$ cat config.mk
export PLATFORM = sky130hd
export DESIGN_NAME = dp_ram_pipe
export DESIGN_NICKNAME = d
export VERILOG_FILES = /design/src/rtl/dp_ram_pipe.sv
export SDC_FILE = /design/constraint.sdc
export NUM_CORES = 1
export LEC_CHECK = 0
export CORE_ASPECT_RATIO = 2
export CORE_MARGIN = 4
export CORE_UTILIZATION = 45
export DETAILED_ROUTE_END_ITERATION = 8
export PLACE_DENSITY = 0.58
export RECOVER_POWER = 50
export SETUP_SLACK_MARGIN = 0.15
export SYNTH_ARGS = -nofsm -noshare
export SYNTH_HDL_FRONTEND = slang
export SYNTH_SLANG_ARGS = --single-unit
export TNS_END_PERCENT = 20
$ cat constraint.sdc
create_clock -name clk -period 3 [get_ports clk]
set_input_delay 0.6 -clock clk [delete_from_list [all_inputs] [get_ports clk]]
set_output_delay 0.6 -clock clk [all_outputs]
set_load 0.005 [all_outputs]
$ cat src/rtl/dp_ram_pipe.sv
`default_nettype none
// ============================================================================
// Module   : dp_ram_pipe
// Brief    : Dual-port RAM with one byte-enabled synchronous write port and
//            one pipelined read port. Provides valid/error flags, selectable
//            read-during-write behaviour, address-window checking and an
//            optional zeroing sweep after reset.
// Revision : 1.0 - initial release
// ============================================================================
module dp_ram_pipe #(
    parameter int DATA_WIDTH     = 32,
    parameter int RAM_DEPTH      = 16,
    parameter int BASE_ADDR      = 0,
    parameter int ADDR_WIDTH     = 8,
    parameter int READ_LATENCY   = 1,
    parameter int RDW_MODE       = 0,
    parameter int CLEAR_ON_RESET = 1
) (
    input  logic                    clk,
    input  logic                    rst,
    input  logic                    wr_en,
    input  logic [ADDR_WIDTH-1:0]   wr_addr,
    input  logic [DATA_WIDTH/8-1:0] wr_be,
    input  logic [DATA_WIDTH-1:0]   data_in,
    input  logic                    rd_en,
    input  logic [ADDR_WIDTH-1:0]   rd_addr,
    output logic [DATA_WIDTH-1:0]   data_out,
    output logic                    rd_valid,
    output logic                    rd_err,
    output logic                    wr_err,
    output logic                    init_done
);

    localparam int c_BYTES = DATA_WIDTH / 8;
    localparam int c_IDX_W = (RAM_DEPTH > 1) ? $clog2(RAM_DEPTH) : 1;

    localparam logic [ADDR_WIDTH-1:0] c_BASE     = ADDR_WIDTH'(BASE_ADDR);
    localparam logic [ADDR_WIDTH:0]   c_DEPTH    = (ADDR_WIDTH + 1)'(RAM_DEPTH);
    localparam logic [c_IDX_W-1:0]    c_LAST_IDX = c_IDX_W'(RAM_DEPTH - 1);

    typedef enum logic [0:0] {
        S_CLEAR = 1'b0,
        S_READY = 1'b1
    } state_t;

    localparam state_t c_RST_STATE = (CLEAR_ON_RESET != 0) ? S_CLEAR : S_READY;

    // Storage array: intentionally not reset
    logic [DATA_WIDTH-1:0] r_mem [RAM_DEPTH];

    // Control state
    state_t                r_state;
    logic [c_IDX_W-1:0]    r_clr_idx;
    logic                  r_init_done;
    logic                  r_wr_err;

    // Read pipeline: stage READ_LATENCY-1 drives the outputs directly
    logic                  r_pv [READ_LATENCY];
    logic                  r_pe [READ_LATENCY];
    logic [DATA_WIDTH-1:0] r_pd [READ_LATENCY];

    // Address decode
    logic [ADDR_WIDTH-1:0] w_wr_off;
    logic [ADDR_WIDTH-1:0] w_rd_off;
    logic                  w_wr_in;
    logic                  w_rd_in;
    logic                  w_wr_acc;
    logic                  w_rd_acc;
    logic [c_IDX_W-1:0]    w_wr_idx;
    logic [c_IDX_W-1:0]    w_rd_idx;
    logic                  w_clr_we;
    logic [DATA_WIDTH-1:0] w_old;
    logic [DATA_WIDTH-1:0] w_rd_word;

    // An address below the base wraps to an offset >= RAM_DEPTH, so a single
    // unsigned compare on the offset checks both ends of the window.
    assign w_wr_off = wr_addr - c_BASE;
    assign w_rd_off = rd_addr - c_BASE;
    assign w_wr_in  = ({1'b0, w_wr_off} < c_DEPTH);
    assign w_rd_in  = ({1'b0, w_rd_off} < c_DEPTH);
    assign w_wr_idx = w_wr_off[c_IDX_W-1:0];
    assign w_rd_idx = w_rd_off[c_IDX_W-1:0];

    assign w_wr_acc = wr_en & r_init_done;
    assign w_rd_acc = rd_en & r_init_done;

    // The sweep must not touch the array while reset is held
    assign w_clr_we = (r_state == S_CLEAR) & ~rst;

    assign w_old = r_mem[w_rd_idx];

    generate
        if (RDW_MODE != 0) begin : g_rdw_new
            logic w_same;
            assign w_same = w_wr_acc & w_wr_in & (wr_addr == rd_addr);

            // Forward enabled write bytes into a same-address read
            always_comb begin
                w_rd_word = w_old;
                if (w_same) begin
                    for (int b = 0; b < c_BYTES; b++) begin
                        if (wr_be[b]) begin
                            w_rd_word[8*b +: 8] = data_in[8*b +: 8];
                        end
                    end
                end
            end
        end else begin : g_rdw_old
            assign w_rd_word = w_old;
        end
    endgenerate

    // Array update: zeroing sweep during clear, byte-masked writes when ready
    always_ff @(posedge clk) begin
        if (w_clr_we) begin
            r_mem[r_clr_idx] <= '0;
        end else if (w_wr_acc && w_wr_in) begin
            for (int b = 0; b < c_BYTES; b++) begin
                if (wr_be[b]) begin
                    r_mem[w_wr_idx][8*b +: 8] <= data_in[8*b +: 8];
                end
            end
        end
    end

    // Init FSM: sweep every word once, then stay ready until the next reset
    always_ff @(posedge clk or posedge rst) begin
        if (rst) begin
            r_state     <= c_RST_STATE;
            r_clr_idx   <= '0;
            r_init_done <= 1'b0;
        end else begin
            case (r_state)
                S_CLEAR: begin
                    if (r_clr_idx == c_LAST_IDX) begin
                        r_clr_idx   <= '0;
                        r_state     <= S_READY;
                        r_init_done <= 1'b1;
                    end else begin
                        r_clr_idx   <= r_clr_idx + c_IDX_W'(1);
                    end
                end
                S_READY: begin
                    r_init_done <= 1'b1;
                end
                default: begin
                    r_state     <= c_RST_STATE;
                    r_init_done <= 1'b0;
                end
            endcase
        end
    end

    // Out-of-window write flag, one cycle after the offending write
    always_ff @(posedge clk or posedge rst) begin
        if (rst) begin
            r_wr_err <= 1'b0;
        end else begin
            r_wr_err <= w_wr_acc & ~w_wr_in;
        end
    end

    // Read pipeline; data stages only load behind a valid so the output holds
    always_ff @(posedge clk or posedge rst) begin
        if (rst) begin
            for (int i = 0; i < READ_LATENCY; i++) begin
                r_pv[i] <= 1'b0;
                r_pe[i] <= 1'b0;
                r_pd[i] <= '0;
            end
        end else begin
            r_pv[0] <= w_rd_acc;
            r_pe[0] <= w_rd_acc & ~w_rd_in;
            if (w_rd_acc) begin
                r_pd[0] <= w_rd_in ? w_rd_word : '0;
            end
            for (int i = 1; i < READ_LATENCY; i++) begin
                r_pv[i] <= r_pv[i-1];
                r_pe[i] <= r_pe[i-1];
                if (r_pv[i-1]) begin
                    r_pd[i] <= r_pd[i-1];
                end
            end
        end
    end

    assign data_out  = r_pd[READ_LATENCY-1];
    assign rd_valid  = r_pv[READ_LATENCY-1];
    assign rd_err    = r_pe[READ_LATENCY-1];
    assign wr_err    = r_wr_err;
    assign init_done = r_init_done;

endmodule
`default_nettype wire

==> results.yml, run 1 <==
timing:
  rsz0062_at_grt: "true"
  fin_crit_sh: 0.940
  hold_viol: 0
  worstMarginPinSlew_ps: 1100
  final_max_slew_viol_count: 0
  relSlewSlack: 0.267
  setup_viol: 0
  min_period_ps: 2820
  finClkSkew_ps: 16.9
  fmax_mhz: 354
cts:
  cts_tree: "yes"
  cts_buffers: 46
  postCtsSetupBuffers: 0
  cts_hold_buf: 0
  path_clk_slew_ps: 60
  clockRootBuffer: "clkbuf_16"
  htree_levels: 2
  worstSkewPairLatency_ps: 570
  clockBufferDepth: 3
  cts_sinks: 553
cells_and_area:
  multi_input_area_sq_um: 5200
  fillers: 3647
  fin_nets: 1341
  final_cells: 1954
  synthToLayoutAreaGrowth_pct: 22.2
  drive_gt1_frac: 0.348
  final_cell_area_sq_um: 26500
  antenna_cells: 0
  seq_area_sq_um: 16400
worst_setup_path:
  cp-start-kind: "input port"
  cp.required_ps: 3260
  critPathTopFamily: "buffers and inverters"
  crit_slowest_cell: "or4_4"
  endpoint_kind: "flop"
  critPathArrivalTime_ps: 3090
  critPathBufInv: 3
  critPathMaxStageDelay_ps: 580
  cp_cell_sequence: "clkdlybuf4s50_1 -> or4_4 -> nor4_4 -> clkbuf_2 -> and2_0 -> dlymetal6s2s_1"
  worstSetupPathType: "in -> reg"
  worstPathMaxFanout: 28
global_routing:
  grt_max_degree: 34
  grt_usage: 0.192
  grt_pass1_wl_microns: 74200
  grt_pass1_vias: 11600
  grt_overflow: 0
  grt_antenna_before_repair: 1
drt:
  postRouteAntennaNets: 0
  via_per_inst: 5.47
  vias: 10700
  drt-total-wl_microns: 48900
  drcViolationCount: 0
  drtIter0Drc: 794
  first_pass_iters: 4
  wl_per_cell_microns: 25.0
hold_path:
  hold_class: "reg -> reg"
floorplanning:
  design.die.area_sq_um: 52000
  ioPinCount: 92
  die_w_microns: 163
  fp-row-count: 113
  initial_utilization: 0.455
  die_h_microns: 318
  coreArea_sq_um: 47600
place:
  gp_congestion: 0.796
  dpl_cell_area_sq_um: 25100
  hpwl_microns: 32900
  dp.cells: 1868
  numPortBuffers: 91
logic_synthesis:
  synth_enable_flop_cells: 512
  seq_area_frac_synth: 0.757
  netlist_instances: 1051
  syn_area_sq_um: 21700
  ys_ff_latch: 553
  synthArstFlopShare: 0.0741
  yosysUniqueCellTypes: 32
  synth_area_per_cell_sq_um: 20.6
  synth_ff_type: "edfxtp_1"
  syn_nets: 1108
  yosysWarnings: 0
job:
  maxCapViolations: 0
run_status:
  outcome: "completed"
power_and_ir_drop:
  peakVddDrop_uv: 464
  cellLeakagePower_nw: 10.2
  power.density_nw_per_um2: 566
==> logic make-up (layout without fill, tap and decap cells) <==
family / after synthesis / after routing / synth area share
flops: 553 / 553 / 0.757
compound gates: 42 / 42 / 0.0138
mux: 201 / 201 / 0.171
xor+xnor: 1 / 1 / 0.000404
simple gates: 191 / 191 / 0.0457
fa+ha+maj: 1 / 1 / 0.000577
buf+inv: 62 / 333 / 0.0123
==> stage by stage <==
stage	utilization	hold slack (ps)	worst slack [ps]	TNS, ps	power, W
final	0.556	512	179	0	0.0150
after global routing	0.556	533	52.8	0	0.0154
after CTS	0.560	488	182	0	0.0151
after detailed placement	0.526	505	-824	-233440	0.00898
after global placement	0.526	499	-740	-216070	0.00898
after floorplan	-	506	-93.6	-16110	0.00874
==> repair_timing <==
item                                    in CTS  in global routing
pin swaps                                    1                  0
gates resized for setup                     10                  3
endpoints found under the setup margin     278                 58
cloned                                       0                  0
==> routing by layer <==
layer,GRT usage,routed length (microns),up-vias
li1,-,-,4765
met1,0.231,18100,5609
met2,0.357,27600,228
met3,0.0243,1770,75
met4,0.0595,1430,2
met5,0,17,-
==> synthesized netlist by cell type (2+ instances only) <==
cell	number	area, sq um
a22oi_1	32	240
clkbuf_1	39	146
nor3_2	9	90.1
and2_1	32	200
buf_2	18	90.1
nor4_1	2	12.5
nand2_1	71	267
inv_1	2	7.51
nand2b_1	2	12.5
mux2_2	67	754
a21oi_1	5	25.0
o21ai_0	2	10.0
nor2_1	6	22.5
dfrtp_1	41	1030
mux4_2	128	2880
mux2i_1	6	60.1
edfxtp_1	512	15400
nor3_1	55	275
nor2b_1	9	56.3
==> final timing paths <==
kind,startpoint,to,slack (ps),cells past startpoint
setup / recovery,wr_addr[7],r_mem[1][3],180,6
hold / removal,data_out[25],data_out[25],510,2
setup reg to reg,init_done,r_mem[1][3],430,5
hold reg to reg,data_out[25],data_out[25],510,2
max in group asynchronous,rst,data_out[6],910,3
min in group asynchronous,rst,r_state,770,2
==> state kept, by name (all words and copies together) (netlist names) <==
register,flops
init_done,1
wr_err,1
r_clr_idx,4
rd_valid,1
data_out,32
r_state,1
r_mem,512
rd_err,1
==> worst min-delay path, delay by kind of cell, from the launching register on <==
kind | cells | cell delay [ps]
AO/OA/AOI/OAI | 1 | 80
flip-flops | 1 | 340
AND/OR/NAND/NOR | 1 | 60
==> layout make-up <==
class                           count  share of cell area
Clock buffer                       62              0.0493
Multi-Input combinational cell    436               0.197
Sequential cell                   553               0.619
Clock inverter                     24             0.00988
Timing Repair Buffer              245              0.0948
Inverter                            2            0.000284
Tap cell                          632              0.0299
==> placed cells by master (no fill, tap or decap), types with 2 or more instances in the layout <==
master / n
a21oi_1: 3
a21oi_2: 2
a22oi_1: 32
and2_0: 10
and2_1: 22
buf_12: 39
buf_4: 93
bufinv_16: 5
clkbuf_1: 16
clkbuf_16: 49
clkbuf_2: 14
clkbuf_8: 4
clkdlybuf4s50_1: 51
clkinv_1: 6
clkinv_2: 5
clkinv_4: 2
clkinvlp_4: 5
dfrtp_1: 41
dlygate4sd3_1: 37
dlymetal6s2s_1: 2
edfxtp_1: 512
inv_1: 2
mux2_2: 67
mux2i_2: 5
mux4_2: 128
nand2_1: 71
nand2b_1: 2
nor2_1: 6
nor2b_1: 9
nor3_1: 31
nor3_2: 27
nor3_4: 6
o21ai_0: 2
==> power breakdown <==
part | internal [W] | total, W | leakage [nW] | switching [W]
Combinational | 0.000232 | 0.000468 | 3.12 | 0.000236
Clock | 0.00351 | 0.00619 | 0.750 | 0.00268
Sequential | 0.00832 | 0.00832 | 6.37 | 0.00000196
No activity file was read; power rests on OpenSTA's default activity.
==> run 2, diff against run 1 <==
--- a/config.mk
+++ b/config.mk
@@ -8,6 +8,7 @@
 export CORE_ASPECT_RATIO = 2
 export CORE_MARGIN = 4
 export CORE_UTILIZATION = 45
+export CTS_CLUSTER_SIZE = 10
 export DETAILED_ROUTE_END_ITERATION = 8
 export PLACE_DENSITY = 0.58
 export RECOVER_POWER = 50
==> results.yml, run 2 (synthesis gave the netlist of run 1 again) <==
run_status:
  outcome: "completed"
floorplanning:
  die_h_microns: 318
  fp-row-count: 113
  die_w_microns: 163
  design.die.area_sq_um: 52000
  initial_utilization: 0.455
  ioPinCount: 92
  coreArea_sq_um: 47600
global_routing:
  busiest_layer: "met2"
  grt_usage: 0.194
  grt_use_met1: 0.231
  grt_pass1_vias: 11800
  grt_max_degree: 34
  grt_util_met3: 0.0249
  grt_overflow: 0
  grt_pass1_wl_microns: 74800
  grt_util_met2: 0.361
  grt_antenna_before_repair: 1
cells_and_area:
  fillers: 3645
  antenna_cells: 0
  drive_gt1_frac: 0.330
  mostFrequentLayoutCell: "edfxtp_1"
  final_cells: 1979
  synthToLayoutAreaGrowth_pct: 22.7
  final_cell_mix: "512 x edfxtp_1, 128 x mux4_2, 90 x buf_4"
  fin_nets: 1356
  utilization: 0.558
  top_register: "r_mem"
  largest_reg_flops: 512
cts:
  cts_buffers: 61
  htree_levels: 2
  worstSkewPairLatency_ps: 580
  path_clk_slew_ps: 50
  cts_tree: "yes"
  cts_sinks: 553
  clockBufferDepth: 3
  cts_hold_buf: 0
  clockRootBuffer: "clkbuf_16"
worst_setup_path:
  critPathArrivalTime_ps: 3110
  critPathMaxStageDelay_ps: 600
  worstPathMaxFanout: 28
  cp.required_ps: 3280
  endpoint_kind: "flop"
  critPathBufInv: 3
  critPathTopFamily: "buffers and inverters"
  cp_cell_sequence: "clkdlybuf4s50_1 -> or4_4 -> nor4_4 -> clkbuf_2 -> and2_0 -> dlymetal6s2s_1"
  crit_slowest_cell: "clkbuf_2"
  cp-start-kind: "input port"
  worstSetupPathType: "in -> reg"
drt:
  via_per_inst: 5.41
  drcViolationCount: 0
  drt-total-wl_microns: 49200
  wl_per_cell_microns: 24.9
  drtIter0Drc: 684
  vias: 10700
  postRouteAntennaNets: 0
  first_pass_iters: 5
timing:
  min_period_ps: 2830
  fmax_mhz: 353
  finClkSkew_ps: 16.3
  setup_viol: 0
  rsz0062_at_grt: "true"
  fin_setup_tns_ps: 0
  fin_crit_sh: 0.943
  relSlewSlack: 0.258
  final_max_slew_viol_count: 0
  hold_viol: 0
  worstMarginPinSlew_ps: 1110
job:
  maxCapViolations: 0
place:
  gp_congestion: 0.796
  hpwl_microns: 32900
  dp.cells: 1868
  numPortBuffers: 91
power_and_ir_drop:
  power.density_nw_per_um2: 577
  peakVddDrop_uv: 424
  cellLeakagePower_nw: 10.3
  total_power_w: 0.0153
hold_path:
  hold_class: "reg -> reg"
==> run 2: changes by cell type in the layout (fill, tap and decap cells not counted), sizes merged <==
cell / before / now
clkinvlp: 5 / 0
bufinv: 5 / 0
clkdlybuf4s50: 51 / 52
buf: 133 / 127
dlygate4sd3: 37 / 36
clkbuf: 84 / 136
clkinv: 13 / 0
dlymetal6s2s: 2 / 4
==> run 2: cell type report <==
class	count	area, sq um	share of cell area
Sequential cell	553	16400	0.617
Multi-Input combinational cell	436	5200	0.196
Timing Repair Buffer	245	2470	0.0928
Clock buffer	110	1710	0.0643
Tap cell	632	791	0.0297
Clock inverter	1	8.76	0.000329
Inverter	2	7.51	0.000282
==> run 2: timing repair <==
| action | 4_1_cts | 5_1_grt |
|---|---|---|
| setup buffers | 0 | 0 |
| pin swaps | 1 | 0 |
| setup endpoints to repair | 227 | 48 |
| resized for setup | 10 | 2 |
==> run 2: where the power goes <==
group	internal [W]	switching (W)	total, W	leakage [nW]
combinational	0.000230	0.000237	0.000467	3.14
clock	0.00379	0.00275	0.00654	0.814
sequential	0.00833	0.00000207	0.00833	6.37
==> run 2: layer usage <==
metal  share of wire  wire [microns]
met4           0.030            1460
met5         0.00022              11
met3           0.038            1860
met1            0.36           17900
met2            0.57           28000
==> run 2: worst reg2reg max path: stages (launching register included) <==
cell and delay [ps]:
dfrtp_1 420, nand2_1 190, nor4_4 350, clkbuf_2 600, and2_0 200, dlymetal6s2s_1 530
==> run 2: final timing paths <==
| check | from | to | slack [ps] | depth (start not counted) |
|---|---|---|---|---|
| worst max register to register | init_done | r_mem[11][3] | 400 | 5 |
| worst max-delay path | wr_addr[7] | r_mem[11][3] | 170 | 6 |
| worst min-delay path | data_out[31] | data_out[31] | 510 | 2 |
| min in group asynchronous | rst | init_done | 740 | 2 |
| worst min register to register | data_out[31] | data_out[31] | 510 | 2 |
| max in group asynchronous | rst | data_out[25] | 910 | 3 |
==> run 2: metrics by stage <==
stage	worst slack, ps	cell area (sq um)	hold slack [ps]
3_5_place_dp	-824	25100	505
3_3_place_gp	-740	25100	499
2_1_floorplan	-93.6	21800	506
5_1_grt	49.4	26600	530
4_1_cts	195	26800	465
6_report	171	26600	509
